--- config.mk ---
export PLATFORM = sky130hd
export DESIGN_NAME = udp_builder
export DESIGN_NICKNAME = d
export VERILOG_FILES = /design/src/rtl/udp_builder.sv
export SDC_FILE = /design/constraint.sdc
export NUM_CORES = 1
export LEC_CHECK = 0
export BUFFER_PORTS_ARGS = -buffer_cell sky130_fd_sc_hd__buf_2
export CELL_PAD_IN_SITES_DETAIL_PLACEMENT = 0
export CELL_PAD_IN_SITES_GLOBAL_PLACEMENT = 1
export CORE_AREA = 2 2 91 127
export CTS_BUF_LIST = sky130_fd_sc_hd__clkbuf_8
export DETAILED_ROUTE_END_ITERATION = 10
export DIE_AREA = 0 0 93 129
export PLACE_DENSITY = 0.91
export SYNTH_ARGS = -nofsm -noshare
export SYNTH_HDL_FRONTEND = slang
export SYNTH_SLANG_ARGS = --single-unit
--- constraint.sdc ---
create_clock -name clk -period 5 [get_ports clk]
set_input_delay 1 -clock clk [delete_from_list [all_inputs] [get_ports clk]]
set_output_delay 1 -clock clk [all_outputs]
set_load 0.02 [all_outputs]
--- src/rtl/udp_builder.sv ---
// UDP header builder: prepends an 8-byte UDP header to a 64-bit payload stream.
// Optional payload length checking is enabled by defining UDP_LEN_CHECK_EN.
module udp_builder (
   input  logic        clk,
   input  logic        rst,
   input  logic [63:0] data_slave,
   input  logic [7:0]  keep_slave,
   input  logic        valid_slave,
   input  logic        last_slave,
   output logic        ready_slave,
   output logic [63:0] data_master,
   output logic [7:0]  keep_master,
   output logic        valid_master,
   output logic        last_master,
   input  logic        ready_master,
   input  logic        start_valid,
   output logic        start_ready,
   input  logic [15:0] local_udp_port,
   input  logic [15:0] udp_dst_port_in,
   input  logic [15:0] payload_length_in,
   output logic [15:0] udp_length,
   output logic        busy,
   output logic        length_error
);

   localparam logic [2:0] S_IDLE = 3'b001;
   localparam logic [2:0] S_HEAD = 3'b010;
   localparam logic [2:0] S_DATA = 3'b100;

   logic [2:0]  state_q, state_d;
   logic [15:0] src_q, src_d;
   logic [15:0] dst_q, dst_d;
   logic [15:0] udp_len_q, udp_len_d;
   logic [15:0] plen_q, plen_d;

   logic        start_fire;
   logic        beat_fire;
   logic        last_fire;
   logic [63:0] header_word;

   assign start_fire = (state_q == S_IDLE) && start_valid;
   assign beat_fire  = (state_q == S_DATA) && valid_slave && ready_master;
   assign last_fire  = beat_fire && last_slave;

   // Each 16-bit field goes out big-endian: its high byte sits in the lower byte lane.
   assign header_word = {16'h0000,
                         udp_len_q[7:0], udp_len_q[15:8],
                         dst_q[7:0],     dst_q[15:8],
                         src_q[7:0],     src_q[15:8]};

   assign udp_length = udp_len_q;
   assign busy       = (state_q != S_IDLE);

   always_ff @(posedge clk or posedge rst) begin
      if (rst) begin
         state_q   <= S_IDLE;
         src_q     <= '0;
         dst_q     <= '0;
         udp_len_q <= '0;
         plen_q    <= '0;
      end else begin
         state_q   <= state_d;
         src_q     <= src_d;
         dst_q     <= dst_d;
         udp_len_q <= udp_len_d;
         plen_q    <= plen_d;
      end
   end

   always_comb begin
      state_d   = state_q;
      src_d     = src_q;
      dst_d     = dst_q;
      udp_len_d = udp_len_q;
      plen_d    = plen_q;
      case (state_q)
         S_IDLE: begin
            if (start_valid) begin
               src_d     = local_udp_port;
               dst_d     = udp_dst_port_in;
               udp_len_d = payload_length_in + 16'd8;
               plen_d    = payload_length_in;
               state_d   = S_HEAD;
            end
         end
         S_HEAD: begin
            if (ready_master) begin
               state_d = (plen_q == 16'd0) ? S_IDLE : S_DATA;
            end
         end
         S_DATA: begin
            if (last_fire) begin
               state_d = S_IDLE;
            end
         end
         default: state_d = S_IDLE;
      endcase
   end

   always_comb begin
      start_ready  = 1'b0;
      ready_slave  = 1'b0;
      data_master  = '0;
      keep_master  = '0;
      valid_master = 1'b0;
      last_master  = 1'b0;
      case (state_q)
         S_IDLE: begin
            start_ready = 1'b1;
         end
         S_HEAD: begin
            data_master  = header_word;
            keep_master  = 8'hFF;
            valid_master = 1'b1;
            last_master  = (plen_q == 16'd0);
         end
         S_DATA: begin
            data_master  = data_slave;
            keep_master  = keep_slave;
            valid_master = valid_slave;
            last_master  = last_slave;
            ready_slave  = ready_master;
         end
         default: begin
            start_ready = 1'b0;
         end
      endcase
   end

`ifdef UDP_LEN_CHECK_EN
   logic [15:0] cnt_q, cnt_d;
   logic        err_q, err_d;
   logic [3:0]  beat_bytes;
   logic [15:0] cnt_with_beat;

   always_comb begin
      beat_bytes = '0;
      for (int i = 0; i < 8; i++) begin
         beat_bytes = beat_bytes + {3'b000, keep_slave[i]};
      end
   end

   assign cnt_with_beat = cnt_q + {12'h000, beat_bytes};

   always_comb begin
      cnt_d = cnt_q;
      err_d = 1'b0;
      if (start_fire) begin
         cnt_d = '0;
      end else if (beat_fire) begin
         cnt_d = cnt_with_beat;
         err_d = last_slave && (cnt_with_beat != plen_q);
      end
   end

   always_ff @(posedge clk or posedge rst) begin
      if (rst) begin
         cnt_q <= '0;
         err_q <= 1'b0;
      end else begin
         cnt_q <= cnt_d;
         err_q <= err_d;
      end
   end

   assign length_error = err_q;
`else
   assign length_error = 1'b0;
`endif

endmodule

==> results of run 1 <==
-- cells in the final DEF, fill, tap and decap left out --
cell / n
a21oi_1: 1
a22o_1: 48
a31o_1: 1
a31oi_1: 1
and2_1: 16
and2_2: 1
and4_1: 1
buf_2: 218
buf_4: 4
clkbuf_8: 10
clkinv_2: 4
conb_1: 1
dfrtp_1: 63
dfstp_2: 1
ha_1: 1
inv_1: 7
inv_2: 2
nand2_1: 178
nand2_2: 1
nand3_1: 4
nand4_1: 5
nor2_1: 6
nor3_1: 4
nor3b_4: 3
nor4_1: 5
o21a_1: 1
o21ai_1: 15
xnor2_1: 8
xor2_1: 3
-- state kept, by name, indices dropped and copies added (netlist names) --
| register | count |
|---|---|
| udp_length | 16 |
| state_q | 3 |
| dst_q | 16 |
| src_q | 16 |
| plen_q | 13 |
-- metrics by stage --
stage | area [um2] | hold WS (ps) | instances | worst slack (ps) | total power [mW]
2_1_floorplan | 3400 | 446.0 | 406 | 2404 | 1.636
3_3_place_gp | 4534 | 458.8 | 738 | 1988 | 1.933
3_5_place_dp | 4534 | 465.4 | 738 | 1891 | 1.963
4_1_cts | 4700 | 481.0 | 754 | 1511 | 2.346
5_1_grt | 4700 | 503.1 | 754 | 1328 | 2.498
6_report | 4700 | 477.0 | 754 | 1526 | 2.311
-- logic make-up after synthesis --
kind of cell / count (synthesis)
DFF: 64
AOI/OAI and AO/OA: 67
buffers and inverters: 38
other: 1
and+or+nand+nor: 224
adders and majority gates: 1
xor gates and xnor gates: 11
-- routing by layer --
layer,vias up,track usage [%],part of all wire [%]
met5,-,0,0
met4,0,6.488,2.2
met3,17,3.044,5.8
met2,125,29.03,50
met1,1618,20.17,41
li1,1742,-,-
-- final timing paths --
kind | start | to | slack (ps) | depth (start not counted)
min in group asynchronous | rst | src_q[9] | 730 | 2
max in group asynchronous | rst | plen_q[3] | 3360 | 3
hold / removal | dst_q[9] | dst_q[9] | 480 | 2
setup / recovery | state_q[1] | data_master[21] | 1530 | 4
setup reg to reg | state_q[1] | state_q[2] | 2980 | 3
hold reg to reg | dst_q[9] | dst_q[9] | 480 | 2
-- power by group through the flow --
stage,clock network (mW),registers (mW),logic [mW]
2_1_floorplan,0,0.956,0.680
3_3_place_gp,0,0.949,0.984
3_5_place_dp,0,0.963,1.00
4_1_cts,0.389,0.954,1.00
5_1_grt,0.409,0.984,1.10
6_report,0.374,0.949,0.988
-- worst max-delay path, delay by kind of cell, from the launching register on --
family	cells	cell delay, ps
flip-flops	1	490
AND/OR/NAND/NOR	1	810
AO/OA/AOI/OAI	1	210
buffers and inverters	2	620
-- layout make-up --
class,instances,area [um2],area share (%)
clock buffers,10,137.6,2.929
inverters,7,26.28,0.5591
repair buffers,222,1121,23.86
multi-input cells,304,1608,34.21
clock inverters,6,27.53,0.5857
well taps,141,176.4,3.754
flip-flops and latches,64,1603,34.11
==> out/qor.yml, run 1 <==
outcome: "completed"
async_reset_ff_share_pct: 100.0
synth-simple-area-share_pct: 28.12
seqPwrFrac_pct: 41.1
synth_most_common_cell: "nand2_1"
cts_repair_resize_count: 0
grt_pass1_wl_um: 15720
synth_top_family_by_area: "simple AND/OR/NAND/NOR gates"
yosysUniqueCellTypes: 28
htree_num_levels: 3
path_max_fanout: 28
vias: 3502
max_slew_margin_pct: 39.26
cts.sinks: 64
postCtsSetupBuffers: 0
timing.fmax_mhz: 287.9
grt_pass1_vias: 3312
clk_pin_slew_ps: 60
antenna_found_initial: 0
p_sw_mw: 0.9969
synth_compound_area_share_pct: 15.38
rows: 45
synth_adder_area_share_pct: 0.3681
ys_seq_area_share_pct: 47.15
synthCells: 406
end_kind: "output pin"
port_buffers: 218
avgSynthCellArea_um2: 8.373
hpwl_um: 7838
place_congestion: 0.8303
antenna_left: 0
grt_usage_pct: 16.59
fin_nets: 735
worst_pin_slew_ps: 910.1
die_area_um2: 12000
setup-violations-final: 0
clock_skew_ps: 6.277
slew_viol_final: 0
leakage_nw: 2.744
slowest_stage: "nor3b_4"
core-area_um2: 10810
routed_wl_um: 10340
final_util_pct: 43.47
synth.area.mux_share_pct: 0
root_buffer: "clkbuf_8"
hold_viol: 0
hp-class: "register to register"
boundaryPins: 220
cp_cell_sequence: "nor3b_4 -> buf_4 -> a22o_1 -> buf_2"
rsz0062_at_grt: "no"
netlist_top_cells_area: "dfrtp_1 (46%), nand2_1 (20%), a22o_1 (12%)"
pwr-share-clk_pct: 16.2
yosysTopAreaCellShare_pct: 46.37
fillers: 1110
maxCapViolations: 0
area_growth_pct: 38.24
synth_edf_count: 0
syn-num-nets: 533
start_util_pct: 31.45
synthFlopType: "dfrtp_1"
crit_required_ps: 4000
wl_per_cell_um: 13.71
vias_per_cell: 4.645
fin_tns_setup_ps: 0
yosysTopAreaCell: "dfrtp_1"
slowest_delay_ps: 810
cts_tree: "yes"
cp.arrival_ps: 2470
die_width_um: 93
peakVddDrop_v: 0.0002080
layout_min_cycle_time_ps: 3474
drc: 0
grt.overflow.total: 0
die_y_um: 129
dr.pass1.iters: 4
cts_hold_buf: 0
ys_ff_latch: 64
numCtsBuffers: 9
yosysWarnings: 0
drt-initial-drc-count: 99
final_layout_size_suffix_gt1_share_pct: 39.80
synthTopCellsByCount: "nand2_1 (179), dfrtp_1 (63), a22o_1 (48), buf_2 (20), and2_1 (17)"
internal_power_mw: 1.314
worstSetupPathType: "register to output pin"
switching_share_pct: 43.14
cts_buffer_depth: 2
p_comb_share_pct: 42.7
powerDensity_nw_per_um2: 491.7
netlist_area_um2: 3400
fin_crit_sh_pct: 69.48
grt_max_degree: 72
synthXorXnorAreaFrac_pct: 2.834
antenna_cells: 0
cp-start-kind: "register"
clk_latency_ps: 340
(Power assumes the default switching activity.)
==> inputs of run 2 (changes only) <==
--- a/config.mk
+++ b/config.mk
@@ -8,11 +8,11 @@
 export BUFFER_PORTS_ARGS = -buffer_cell sky130_fd_sc_hd__buf_2
 export CELL_PAD_IN_SITES_DETAIL_PLACEMENT = 0
 export CELL_PAD_IN_SITES_GLOBAL_PLACEMENT = 1
-export CORE_AREA = 2 2 91 127
+export CORE_AREA = 2 2 93 131
 export CTS_BUF_LIST = sky130_fd_sc_hd__clkbuf_8
 export DETAILED_ROUTE_END_ITERATION = 10
-export DIE_AREA = 0 0 93 129
-export PLACE_DENSITY = 0.91
+export DIE_AREA = 0 0 95 133
+export PLACE_DENSITY = 0.87
 export SYNTH_ARGS = -nofsm -noshare
 export SYNTH_HDL_FRONTEND = slang
 export SYNTH_SLANG_ARGS = --single-unit
==> constraint.sdc (replaced) <==
create_clock -name clk -period 3.3 [get_ports clk]
set_input_delay 0.66 -clock clk [delete_from_list [all_inputs] [get_ports clk]]
set_output_delay 0.66 -clock clk [all_outputs]
set_load 0.02 [all_outputs]
==> run 2 against run 1 <==
Effect of this change: worst hold slack improved by 4.3 ps; via count is 0.83% higher; critical path type unchanged; largest cell class unchanged; critical path depth unchanged; sequential share of layout area shrank 0.51 points; setup slack got worse by 950 ps; die area increased by 5.3%; wire length grew 4.5%; combinational power rose by 54%.
==> out/qor.yml, run 2 (same netlist as run 1, synthesis figures left out) <==
die_width_um: 95  # +2.2%
r2r_cells: 5  # +2
hpwl_um: 8144  # +3.9%
r2r_slack_ps: 1320  # -1660 ps
grt_max_degree: 76  # +5.6%
outcome: "completed"
worstSetupPathType: "register to output pin"
top_layer: "met4"
end_kind: "output pin"
maxCapViolations: 0  # unchanged
fillers: 1205  # +8.6%
leakage_nw: 2.775  # +1.2%
cp_top_family: "buffers and inverters"
postCtsSetupBuffers: 0  # unchanged
clk_latency_ps: 340  # about the same
layout_min_cycle_time_ps: 2728
slew_viol_final: 0  # unchanged
final_layout_size_suffix_gt1_share_pct: 39.84  # about the same
setup-violations-final: 0  # unchanged
drc: 0  # unchanged
cts_hold_buf: 0  # unchanged
cp-endpoint: "data_master[37]"
fin_tns_setup_ps: 0  # unchanged
wl_per_cell_um: 14.19  # +3.4%
r2r_end: "src_q[8]"
grt_usage_pct: 17.05  # +0.46 points
drt-initial-drc-count: 91  # -8.1%
grt_pass1_vias: 3394  # +2.5%
dr.pass1.iters: 4  # unchanged
slowest_delay_ps: 590  # -220 ps
fin_crit_sh_pct: 82.66
antenna_left: 0  # unchanged
htree_num_levels: 3  # unchanged
worst-path-stages: 4  # unchanged
cts_buffer_depth: 2  # unchanged
routed_wl_um: 10810  # +4.5%
hold_viol: 0  # unchanged
port_buffers: 218  # unchanged
startpoint: "state_q[2]"
switching_share_pct: 41.56  # -1.6 points
die_y_um: 133  # +3.1%
met2_length_um: 5563  # +6.6%
fin_nets: 737  # +0.27%
internal_power_mw: 2.155  # +64%
die_area_um2: 12640  # +5.3%
cp.arrival_ps: 2070  # -400 ps
wl_met3_um: 661  # +9.8%
path_buf_inv: 2  # unchanged
clk_pin_slew_ps: 70  # about the same
seq_area_um2: 1603  # unchanged
numCtsBuffers: 9  # unchanged
cp-start-kind: "register"
grt.overflow.total: 0  # unchanged
layout_commonest_cell: "buf_2"
final_cell_mix: "buf_2 (218), nand2_1 (178), dfrtp_1 (63), a22o_1 (48), and2_1 (16)"
core-area_um2: 11580  # +7.2%
place_congestion: 0.8517  # +2.6%
timing.rr.start: "state_q[0]"
rsz0062_at_grt: "no"
max_slew_margin_pct: 39.13  # -0.14 points
slowest_stage: "buf_4"
cts_tree: "yes"
area_growth_pct: 40.34
seqPwrFrac_pct: 39.2  # -1.9 points
wl_met1_um: 4269  # -0.37%
hp-class: "register to register"
pwr-share-clk_pct: 19.7  # +3.5 points
path_max_fanout: 75  # +170%
antenna_found_initial: 0  # unchanged
grt_pass1_wl_um: 16650  # +5.9%
multiInputGateArea_um2: 1608  # unchanged
p_sw_mw: 1.532  # +54%
peakVddDrop_v: 0.0003019  # +45%
cts.sinks: 64  # unchanged
worst_pin_slew_ps: 913.1  # +3.027 ps
cp_cell_sequence: "nor3b_4 -> buf_4 -> a22o_1 -> buf_2"
vias: 3531  # +0.83%
boundaryPins: 220  # unchanged
powerDensity_nw_per_um2: 772.8  # +57%
start_util_pct: 29.34  # -2.1 points
rows: 47  # +4.4%
p_comb_share_pct: 41.2  # -1.5 points
fin_area_um2: 4771  # +1.5%
timing.fmax_mhz: 366.6
cts_repair_resize_count: 0  # unchanged
antenna_cells: 0  # unchanged
crit_required_ps: 2640  # -1360 ps
clock_skew_ps: 8.561  # +2.284 ps
vias_per_cell: 4.634  # -0.23%
root_buffer: "clkbuf_8"
dpl_cell_area_um2: 4557  # +0.50%
## run 2: cell count changes in the layout (fill, tap and decap cells not counted)
cell | before | now
buf_4 | 4 | 6
bufinv_16 | 0 | 2
clkinv_2 | 4 | 1
inv_1 | 7 | 8
## run 2: how the worst min path moves through the flow
stage                       to       start  cells past startpoint  slack [ps]
floorplan           plen_q[11]  plen_q[11]                      2         450
global placement    plen_q[11]  plen_q[11]                      2         460
detailed placement  plen_q[13]  plen_q[13]                      2         460
CTS                 plen_q[13]  plen_q[13]                      2         480
global route        plen_q[10]  plen_q[10]                      2         500
finish              plen_q[10]  plen_q[10]                      2         480
## run 2: area by class of cell
cell class,count,share of cell area [%]
repair buffers,224,23.81
inverters,7,0.5507
flip-flops and latches,64,33.60
clock buffers,10,2.885
clock inverters,6,1.600
well taps,147,3.855
multi-input cells,304,33.70
## run 2: routing by layer
| metal | up-vias | track usage (%) |
|---|---|---|
| met4 | 0 | 9.340 |
| met1 | 1613 | 20.41 |
| li1 | 1753 | - |
| met5 | - | 0 |
| met3 | 18 | 2.050 |
| met2 | 147 | 29.16 |
## run 2: through the flow
stage | utilization (%) | setup WS, ps | std cells | power, mW | hold slack (ps)
after detailed placement | 39.33 | 950.5 | 746 | 2.999 | 464.9
after global routing | 41.18 | 434.8 | 762 | 3.978 | 496.9
after CTS | 41.18 | 553.9 | 762 | 3.747 | 481.5
after floorplan | - | 1044 | 406 | 2.479 | 446.0
final | 41.18 | 572.3 | 762 | 3.687 | 481.3
after global placement | 39.33 | 1041 | 746 | 2.946 | 458.5
## run 2: tightest hold or removal path: cells and delay by family (launching register included)
family | cells | cell delay (ps)
flops | 1 | 340
simple gates | 2 | 110
## run 2: power by group through the flow
stage | combinational [mW] | sequential [mW] | clock (mW)
final | 1.52 | 1.44 | 0.725
after detailed placement | 1.53 | 1.46 | 0
after global routing | 1.70 | 1.50 | 0.784
after global placement | 1.50 | 1.45 | 0
after floorplan | 1.03 | 1.45 | 0
after CTS | 1.54 | 1.45 | 0.756
==> inputs of run 3 (changes only) <==
==> config.mk (replaced) <==
export PLATFORM = sky130hd
export DESIGN_NAME = udp_builder
export DESIGN_NICKNAME = d
export VERILOG_FILES = /design/src/rtl/udp_builder.sv
export SDC_FILE = /design/constraint.sdc
export NUM_CORES = 1
export LEC_CHECK = 0
export ABC_AREA = 1
export BUFFER_PORTS_ARGS = -buffer_cell sky130_fd_sc_hd__buf_2
export CELL_PAD_IN_SITES_DETAIL_PLACEMENT = 0
export CELL_PAD_IN_SITES_GLOBAL_PLACEMENT = 1
export CORE_AREA = 2 2 101 142
export CTS_BUF_LIST = sky130_fd_sc_hd__clkbuf_8
export DETAILED_ROUTE_END_ITERATION = 10
export DIE_AREA = 0 0 103 144
export PLACE_DENSITY = 0.82
export SYNTH_ARGS = -nofsm -noshare
export SYNTH_HDL_FRONTEND = slang
export SYNTH_SLANG_ARGS = --single-unit
==> constraint.sdc (replaced) <==
create_clock -name clk -period 2.2 [get_ports clk]
set_input_delay 0.44 -clock clk [delete_from_list [all_inputs] [get_ports clk]]
set_output_delay 0.44 -clock clk [all_outputs]
set_load 0.02 [all_outputs]
==> run 3 against run 2 <==
Effect of this change: non-clock buffer count rose by 9; core utilization fell by 4.1 points; combinational power rose by 110%; wire length rose by 3.8%; worst hold slack got worse by 320 ps; global-route usage fell by 2.5 points; clock skew rose by 2.4 ps; first-iteration DRC count rose by 11%; critical path depth rose by 2; die area rose by 17%; final area rose by 6.1%; register-to-register slack got worse by 760 ps; critical path type unchanged; critical endpoint is now data_master[1]; largest power group unchanged.
==> out/qor.yml, run 3 <==
outcome: "completed"
antenna_left: 0  # unchanged
timing.rr.start: "state_q[0]"
worst_pin_slew_ps: 622.9  # -290.2 ps
cp-endpoint: "data_master[1]"
avgSynthCellArea_um2: 7.515  # -10%
r2r_end: "plen_q[3]"
grt_usage_pct: 14.58  # -2.5 points
startpoint: "state_q[0]"
wl_per_cell_um: 12.73  # -10%
grt_pass1_vias: 3482  # +2.6%
vias_per_cell: 4.247  # -8.3%
clock_skew_ps: 10.97  # +2.407 ps
synth-simple-area-share_pct: 28.84  # +0.72 points
rsz0062_at_grt: "no"
dr.pass1.iters: 7  # +3
ys_ff_latch: 64  # unchanged
boundaryPins: 220  # unchanged
path_buf_inv: 4  # +2
cts.sinks: 64  # unchanged
worstSetupPathType: "register to output pin"
synthTopCellsByCount: "nand2_1 (176), dfrtp_1 (63), inv_1 (48), nor2_1 (45), a22o_1 (37)"
yosysUniqueCellTypes: 26  # -7.1%
hold_viol: 0  # unchanged
port_buffers: 218  # unchanged
fin_tns_setup_ps: 0  # unchanged
slowest_delay_ps: 550  # -40 ps
leakage_nw: 3.012  # +8.5%
yosysTopAreaCellShare_pct: 43.89  # -2.5 points
clk_pin_slew_ps: 70  # about the same
synthFlopType: "dfrtp_1"
final_cell_mix: "buf_2 (217), nand2_1 (176), dfrtp_1 (61), inv_1 (49), nor2_1 (44)"
slowest_stage: "dfstp_2"
grtUsageMet2_pct: 25.70  # -3.5 points
fin_crit_sh_pct: 95.26
start_util_pct: 26.31  # -3.0 points
cp.arrival_ps: 1660  # -410 ps
maxCapViolations: 0  # unchanged
top_usage_layer: "met2"
setup-violations-final: 0  # unchanged
cts_tree: "yes"
end_kind: "output pin"
path_max_fanout: 18  # -76%
use_met3_pct: 3.770  # +1.7 points
timing.fmax_mhz: 477.2
crit_required_ps: 1760  # -880 ps
yosysTopAreaCell: "dfrtp_1"
layout_min_cycle_time_ps: 2096
drt-initial-drc-count: 101  # +11%
hpwl_um: 7973  # -2.1%
yosysWarnings: 0  # unchanged
die_area_um2: 14830  # +17%
numCtsBuffers: 9  # unchanged
max_slew_margin_pct: 58.47  # +19 points
area_growth_pct: 40.93
met1_usage_pct: 16.94  # -3.5 points
cts_hold_buf: 0  # unchanged
synth_edf_count: 0  # unchanged
synth_top_family_by_area: "simple AND/OR/NAND/NOR gates"
synth_adder_area_share_pct: 0.3483  # -0.020 points
cp_cell_sequence: "inv_2 -> nand2_2 -> inv_4 -> clkbuf_16 -> a22o_1 -> buf_4"
die_width_um: 103  # +8.4%
place_congestion: 0.7260  # -15%
antenna_cells: 0  # unchanged
grt_max_degree: 65  # -14%
worst-path-stages: 6  # +2
layout_commonest_cell: "buf_2"
syn-num-nets: 605  # +14%
cp_top_family: "flip-flops"
core-area_um2: 13660  # +18%
r2r_cells: 7  # +2
antenna_found_initial: 0  # unchanged
netlist_top_cells_area: "dfrtp_1 (44%), nand2_1 (18%), a22o_1 (9.0%)"
cp-start-kind: "register"
synth.area.mux_share_pct: 0  # unchanged
routed_wl_um: 11220  # +3.8%
dpl_cell_area_um2: 4803  # +5.4%
fin_area_um2: 5062  # +6.1%
ys_seq_area_share_pct: 44.62  # -2.5 points
final_layout_size_suffix_gt1_share_pct: 38.22  # -1.6 points
clk_latency_ps: 340  # about the same
die_y_um: 144  # +8.3%
slew_viol_final: 0  # unchanged
grt_pass1_wl_um: 16750  # +0.58%
rows: 51  # +8.5%
drc: 0  # unchanged
r2r_slack_ps: 560  # -760 ps
root_buffer: "clkbuf_8"
grt.overflow.total: 0  # unchanged
hp-class: "input pin to asynchronous set/reset pin"
peakVddDrop_v: 0.0004131  # +37%
cts_buffer_depth: 2  # unchanged
netlist_area_um2: 3592  # +5.7%
powerDensity_nw_per_um2: 1222  # +58%
synthCells: 478  # +18%
htree_num_levels: 3  # unchanged
fin_nets: 819  # +11%
synth_compound_area_share_pct: 14.25  # -1.1 points
synthXorXnorAreaFrac_pct: 0.2438  # -2.6 points
async_reset_ff_share_pct: 100.0  # unchanged
vias: 3742  # +6.0%
synth_most_common_cell: "nand2_1"
run 3: worst min path at each step:
| stage | start | end | slack [ps] | depth (start not counted) |
|---|---|---|---|---|
| after floorplan | plen_q[5] | plen_q[5] | 450 | 2 |
| after global placement | src_q[2] | src_q[2] | 460 | 2 |
| after detailed placement | src_q[10] | src_q[10] | 470 | 2 |
| after CTS | rst | src_q[11] | 150 | 3 |
| after global routing | rst | src_q[11] | 170 | 3 |
| final | rst | src_q[11] | 160 | 3 |
run 3: cell type report:
type | instances | area (um2)
clock buffer | 9 | 123.9
clock inverter | 6 | 30.03
fill | 1545 | 8593
inverter | 52 | 202.7
multi-input combinational | 332 | 1580
sequential | 64 | 1605
tap | 185 | 231.5
timing repair buffer | 233 | 1289
run 3: kinds of logic after synthesis:
logic type	count (synthesis)
AOI/OAI and AO/OA	72
xor gates and xnor gates	1
adders and majority gates	1
buffers and inverters	82
DFF	64
other	1
and+or+nand+nor	257
run 3: repair_timing:
item,4_1_cts,5_1_grt
gates cloned,1,1
setup buffers,2,2
pin swaps,0,0
hold endpoints to repair,0,0
setup endpoints to repair,46,35
gates resized for setup,7,4
run 3: power by group:
group / leakage, nW / switching, mW / internal [mW] / total [mW]
Sequential: 0.783 / 0.350 / 1.76 / 2.11
Clock: 0.0872 / 0.454 / 0.388 / 0.842
Combinational: 2.14 / 2.05 / 1.19 / 3.24
run 3: metal layers:
metal  up-vias  routed length, um
li1       1930                  -
met1      1676               4619
met2       125               5693
met5         -                  0
met3        11                758
met4         0                147
run 3: stage by stage:
| stage | total power [mW] | std cells | hold slack, ps | setup slack, ps | util, % |
|---|---|---|---|---|---|
| global route | 6.760 | 881 | 165.7 | 2.553 | 37.07 |
| global placement | 5.238 | 860 | 462.8 | 309.9 | 35.18 |
| finish | 6.189 | 881 | 158.7 | 104.3 | 37.07 |
| CTS | 6.223 | 878 | 154.0 | 18.01 | 36.71 |
| floorplan | 4.336 | 478 | 449.5 | 163.6 | - |
| detailed placement | 5.267 | 860 | 466.0 | 279.2 | 35.18 |
run 3: tightest hold or removal path, stage by stage:
cell and delay [ps]:
buf_2 100, inv_2 60, buf_12 300
